--- config.mk ---
export PLATFORM = sky130hd
export DESIGN_NAME = dmem_arbiter
export DESIGN_NICKNAME = d
export VERILOG_FILES = /design/src/rtl/dmem_arbiter.sv
export SDC_FILE = /design/constraint.sdc
export NUM_CORES = 1
export LEC_CHECK = 0
export CORE_MARGIN = 2
export CORE_UTILIZATION = 41
export DETAILED_ROUTE_END_ITERATION = 10
export PLACE_DENSITY = 0.85
export SLEW_MARGIN = 20
export SYNTH_ARGS = -nofsm -noshare
export SYNTH_HDL_FRONTEND = slang
export SYNTH_SLANG_ARGS = --single-unit
--- constraint.sdc ---
create_clock -name clk -period 2.35 [get_ports clk]
set_input_delay 0.235 -clock clk [delete_from_list [all_inputs] [get_ports clk]]
set_output_delay 0.235 -clock clk [all_outputs]
set_load 0.05 [all_outputs]
--- src/rtl/dmem_arbiter.sv ---
// dmem_arbiter: two-port arbiter and sequencer for a single-port word-addressed data memory
module dmem_arbiter #(
  parameter int ADDR_W       = 32,
  parameter int DATA_W       = 32,
  parameter int FIXED_PRIO   = 0,
  parameter int STARVE_LIMIT = 4
) (
  input  logic              clk,
  input  logic              reset,
  input  logic              p0_req,
  input  logic              p0_we,
  input  logic [ADDR_W-1:0] p0_addr,
  input  logic [DATA_W-1:0] p0_wdata,
  output logic              p0_ack,
  output logic [DATA_W-1:0] p0_rdata,
  output logic              p0_rvalid,
  input  logic              p1_req,
  input  logic              p1_we,
  input  logic [ADDR_W-1:0] p1_addr,
  input  logic [DATA_W-1:0] p1_wdata,
  output logic              p1_ack,
  output logic [DATA_W-1:0] p1_rdata,
  output logic              p1_rvalid,
  output logic              mem_read,
  output logic              mem_write,
  output logic [ADDR_W-1:0] mem_addr,
  output logic [DATA_W-1:0] mem_wdata,
  input  logic [DATA_W-1:0] mem_rdata,
  output logic              busy
);
  typedef enum logic {IDLE, ACCESS} state_t;
  localparam logic [3:0] LIMIT = 4'(STARVE_LIMIT);
  state_t state_q, state_d;
  logic owner_q, owner_d, we_q, we_d, last_grant_q, last_grant_d;
  logic [ADDR_W-1:0] addr_q, addr_d;
  logic [DATA_W-1:0] wdata_q, wdata_d, p0_rdata_q, p0_rdata_d, p1_rdata_q, p1_rdata_d;
  logic [3:0] starve_q, starve_d;
  logic p0_rvalid_q, p0_rvalid_d, p1_rvalid_q, p1_rvalid_d;
  logic tie, win, grant, rd_done, access;

  always_ff @(posedge clk) begin
    if (!reset) begin
      state_q      <= IDLE;
      owner_q      <= 1'b0;
      we_q         <= 1'b0;
      addr_q       <= '0;
      wdata_q      <= '0;
      last_grant_q <= 1'b1;
      starve_q     <= 4'd0;
      p0_rdata_q   <= '0;
      p1_rdata_q   <= '0;
      p0_rvalid_q  <= 1'b0;
      p1_rvalid_q  <= 1'b0;
    end else begin
      state_q      <= state_d;
      owner_q      <= owner_d;
      we_q         <= we_d;
      addr_q       <= addr_d;
      wdata_q      <= wdata_d;
      last_grant_q <= last_grant_d;
      starve_q     <= starve_d;
      p0_rdata_q   <= p0_rdata_d;
      p1_rdata_q   <= p1_rdata_d;
      p0_rvalid_q  <= p0_rvalid_d;
      p1_rvalid_q  <= p1_rvalid_d;
    end
  end

  always_comb begin
    tie          = p0_req && p1_req;
    win          = tie ? (FIXED_PRIO != 0 ? starve_q >= LIMIT : !last_grant_q) : p1_req;
    grant        = state_q == IDLE && (p0_req || p1_req);
    state_d      = grant ? ACCESS : IDLE;
    owner_d      = grant ? win : owner_q;
    we_d         = grant ? (win ? p1_we : p0_we) : we_q;
    addr_d       = grant ? (win ? p1_addr : p0_addr) : addr_q;
    wdata_d      = grant ? (win ? p1_wdata : p0_wdata) : wdata_q;
    last_grant_d = grant ? win : last_grant_q;
    starve_d     = !(FIXED_PRIO != 0 && grant) ? starve_q :
                   win ? 4'd0 :
                   tie && starve_q != 4'hf ? starve_q + 4'd1 : starve_q;
    rd_done      = state_q == ACCESS && !we_q;
    p0_rvalid_d  = rd_done && !owner_q;
    p1_rvalid_d  = rd_done && owner_q;
    p0_rdata_d   = p0_rvalid_d ? mem_rdata : p0_rdata_q;
    p1_rdata_d   = p1_rvalid_d ? mem_rdata : p1_rdata_q;
  end

  always_comb begin
    access    = state_q == ACCESS && reset;
    mem_read  = access && !we_q;
    mem_write = access && we_q;
    mem_addr  = addr_q;
    mem_wdata = wdata_q;
    p0_ack    = access && !owner_q;
    p1_ack    = access && owner_q;
    p0_rdata  = p0_rdata_q;
    p1_rdata  = p1_rdata_q;
    p0_rvalid = p0_rvalid_q;
    p1_rvalid = p1_rvalid_q;
    busy      = state_q != IDLE;
  end
endmodule

== After elaboration in Yosys (flattened, before gate mapping) ==
Cells that the tools add are included.

* $add $sub $neg: 0
* Multipliers: 0
* Divide/modulo/power cells: 0
* Order comparisons: 0
* Equal/unequal tests: 0
* Shifts and indexed selects: 0
* Multiplexer cells: 5
* Bitwise operators: 1
* Reductions and logical operators: 14

{| class="wikitable"
|+ Operator list
! cell !! count
|-
| two-way mux 32 bit || 2
|-
| logical AND 1 bit || 10
|-
| zero test 1 bit || 3
|-
| two-way mux 1 bit || 3
|-
| logical OR 1 bit || 1
|-
| inverter 1 bit || 1
|}

* Flip-flop bits (word level): 134
* Latch bits: 0
* Bits in writable memories: 0
* ROM bits: 0
* Input port bits: 166
* Output and inout bits: 135
* Word-level logic and storage cells: 30
* Memories: 0

== Logic depth before layout (Yosys ltp) ==
* Depth in word-level cells: 3
* Depth in mapped cells: 6

== Worst setup path before layout ==
OpenSTA, ideal clock, no wires.

* Kind: reg-to-output
* From: register state_q (netlist: busy)
* To: output mem_read
* Arrival: 1.556 ns
* Path slack: 0.559 ns
* Stages on the path, launching flop included: 4
* Buffers on the path: 1
* Cell sequence: dfxtp_1 > buf_6 > nand2_1 > nor2_1

* Longest elaborated chain between the ends: 2

{| class="wikitable"
|+ Ends and longest elaborated chain
! what !! line !! text
|-
| from (decl) || 33 || <nowiki>state_t state_q, state_d;</nowiki>
|-
| from (signal assigned) || 55 || <nowiki>state_q <= state_d;</nowiki>
|-
| logical AND 1 bit || 90 || <nowiki>access = state_q == ACCESS && reset;</nowiki>
|-
| logical AND 1 bit || 91 || <nowiki>mem_read = access && !we_q;</nowiki>
|-
| to (decl) || 24 || <nowiki>output logic mem_read,</nowiki>
|}

Every way passes these cells.

== Worst setup path in the final report ==
* From: register state_q (netlist: busy)
* To: output busy

{| class="wikitable"
|+ RTL lines
! what !! line !! text
|-
| to (decl) || 29 || <nowiki>output logic busy</nowiki>
|}

No word-level cell between the ends.

==> metrics.csv <==
stage,metric,value,unit
run_status,run status,"finished, final reports clean",
critical_path,FF-to-FF setup slack,0.73,ns
logic_synthesis,syn_nets,832,
cts,H-tree levels,4,
cts,Worst-path clk slew,0.05,ns
logic_synthesis,yosys warns,0,
sta,WHS,0.244,ns
finish,fraction of layout cells with a size suffix above 1,5.15,%
cts,CTS tree,yes,
finish,fin area,9060,sq um
drt,total wire length,17500,microns
finish,# diodes,0,
critical_path,critical path's top delay family,buffers and inverters,
logic_synthesis,Synth Register Bits,134,
logic_synthesis,Synth Flop Type,dfxtp_1,
logic_synthesis,"area leader, netlist",dfxtp_1,
logic_synthesis,Gate Count Post-Synth,666,
cts,Post-CTS Repair Setup Buffers,0,
cts,clk root buf,clkbuf_16,
floorplan,Site Rows,41,
placed_design,routability congestion estimate,0.863,
critical_path,R2R Path Start,busy,
logic_synthesis,Mapped Area,5330,sq um
critical_path,crit path max fanout,11,
logic_synthesis,Synth top area share,50.3,%
hold_path,worst min-delay path category,input port to flip-flop,
critical_path,CP arrival,1.86,ns
sta,crit share post-route,89.1,%
sta,Max Clk Rate,477,MHz
grt,first-pass GRT wire length,28200,microns
placed_design,DP Area,8420,sq um
critical_path,CP Capture Type,primary output,
grt,total gr overflow,0,
cts,CTS Buf Count,17,
critical_path,Reg2Reg Depth,4,
run,Max Cap Viol,0,
power_and_ir_drop,Peak VDD IR,0.453,mV
critical_path,"slowest stage cell, crit path",clkdlybuf4s50_1,
drt,antenna-violating nets left,0,
floorplan,# IOs,301,
drt,detailed-route wire length per cell,15.6,microns
critical_path,Worst Setup Start Kind,flip-flop,
sta,clk_skew,0.00953,ns
grt,vias in the first global route,5620,
sta,Worst-Margin Slew,0.576,ns
drt,first-iteration detailed-routing DRC count,315,
logic_synthesis,"EDFF count, synth",0,
sta,final setup violation count,0,
floorplan,Core Footprint,12700,sq um
critical_path,worst-path cell chain,clkdlybuf4s50_1,
logic_synthesis,ys async rst share,0,%
sta,Pins Over Slew Limit,0,
hold_path,hold path startpoint,reset,
placed_design,DP HPWL,12100,microns
logic_synthesis,Netlist cell types,24,
finish,Layout area overhead,70.0,%
cts,cts repair resizes,0,
floorplan,die area,13900,sq um
logic_synthesis,mean area per synthesized cell,8.01,sq um
critical_path,"Largest stage delay, worst path",0.92,ns
grt,initial antenna violation count,0,
critical_path,Setup CP Type,flip-flop to primary output,
floorplan,Die Y,118,microns
drt,total number of vias,5681,
grt,largest net degree at the start of global routing,71,
floorplan,DIE WIDTH,118,microns
sta,RSZ-0062 raised after global routing,no,
cts,CTS Sinks,134,
logic_synthesis,post-synthesis sequential area ratio,50.3,%
sta,Slew headroom,61.5,%
sta,Final TNS setup,0,ns
placed_design,PortBufs,300,
sta,final hold violation count,0,
hold_path,Hold Path End,mem_addr[10],
power_and_ir_drop,Leak,0.00338,uW
critical_path,"Req. time, crit path",2.12,ns
hold_path,hold depth,3,
drt,drt drc,0,
sta,Final Critical Period,2.09,ns
floorplan,initial core utilization,42.1,%
power_and_ir_drop,PwrDens,773,nW/um^2
finish,layout net count,1105,
logic_synthesis,Area contributors post-synth,"dfxtp_1, nand2_1, a31oi_1",
cts,hold-fix buffers at CTS,0,
grt,GRT Total Usage,25.2,%
drt,vias per cell,5.05,
cts,latest clock arrival within the worst-skew pair,0.41,ns
cts,CTS max path bufs,2,
critical_path,Critical R2R Capture,p0_rdata[20],
critical_path,worst path buffer plus inverter count,1,
drt,number of iterations in the first detailed-routing pass,5,
## placed cells by master (no fill, tap or decap), drive strengths merged, types with 2 or more instances in the layout
| master | netlist | final |
|---|---|---|
| bufinv | 0 | 4 |
| inv | 3 | 3 |
| a21boi | 65 | 65 |
| nor2 | 3 | 3 |
| clkbuf | 21 | 25 |
| dfxtp | 134 | 134 |
| clkdlybuf4s50 | 0 | 295 |
| o21ai | 66 | 66 |
| a31oi | 65 | 65 |
| nand2 | 259 | 259 |
| and2 | 3 | 3 |
| buf | 37 | 17 |
| clkinv | 0 | 2 |
## worst max-delay path by stage
stage,startpoint,endpoint,cells after the start
floorplan,busy,mem_read,3
global placement,p0_req,mem_wdata[16],5
detailed placement,p0_req,mem_wdata[5],5
CTS,busy,busy,1
global route,busy,busy,1
finish,busy,busy,1
## through the flow
stage | std cells | util, % | setup slack, ns | power (uW)
final | 1124 | 71.5 | 0.255 | 7000
after global routing | 1124 | 71.5 | 0.164 | 7280
after CTS | 1124 | 71.5 | 0.211 | 7060
after detailed placement | 1092 | 66.5 | 0.448 | 4210
after global placement | 1092 | 66.5 | 0.570 | 4190
after floorplan | 666 | - | 0.559 | 3500
## worst register-to-register path: stages (launching register included)
cell and delay (ns):
dfxtp_1 0.53, or3b_1 0.50, buf_4 0.29, nand2_1 0.12, a21boi_1 0.07
## flip-flops by register name, indices dropped and copies added, names as in the netlist
signal and flops:
busy 1, last_grant_q 1, mem_addr 32, mem_wdata 32, owner_q 1, p0_rdata 32
p0_rvalid 1, p1_rdata 32, p1_rvalid 1, we_q 1
## cells in the mapped netlist (all sizes together), types with 3 or more instances
library cell / instances
nand2: 259
dfxtp: 134
o21ai: 66
a21boi: 65
a31oi: 65
buf: 37
clkbuf: 21
and2: 3
inv: 3
nor2: 3
## area by class of cell
type	count	area, sq um
fill	998	3610
timing repair buffer	312	3180
sequential	134	2680
clock inverter	7	141
clock buffer	25	495
tap	172	215
multi-input combinational	471	2330
inverter	3	11.3
## cells by family (layout without fill, tap and decap cells)
kind of cell	Yosys count	in the layout	synth area share [%]
and+or+nand+nor	271	271	19.7
AOI/OAI and AO/OA	200	200	23.8
DFF	134	134	50.3
buffers and inverters	61	347	6.15
## routing by layer
layer / global-route usage (%) / share of wire, % / wire length [microns]
met2: 44.0 / 50 / 8820
met1: 27.3 / 38 / 6730
met4: 11.2 / 2.7 / 476
met5: 0 / 0 / 0
met3: 9.11 / 8.4 / 1480
## power breakdown
group / internal (uW) / total (uW) / switching (uW)
registers: 2430 / 2520 / 89.3
logic: 664 / 1640 / 974
clock network: 1890 / 2840 / 948
Power figures use the tool's default switching activity.
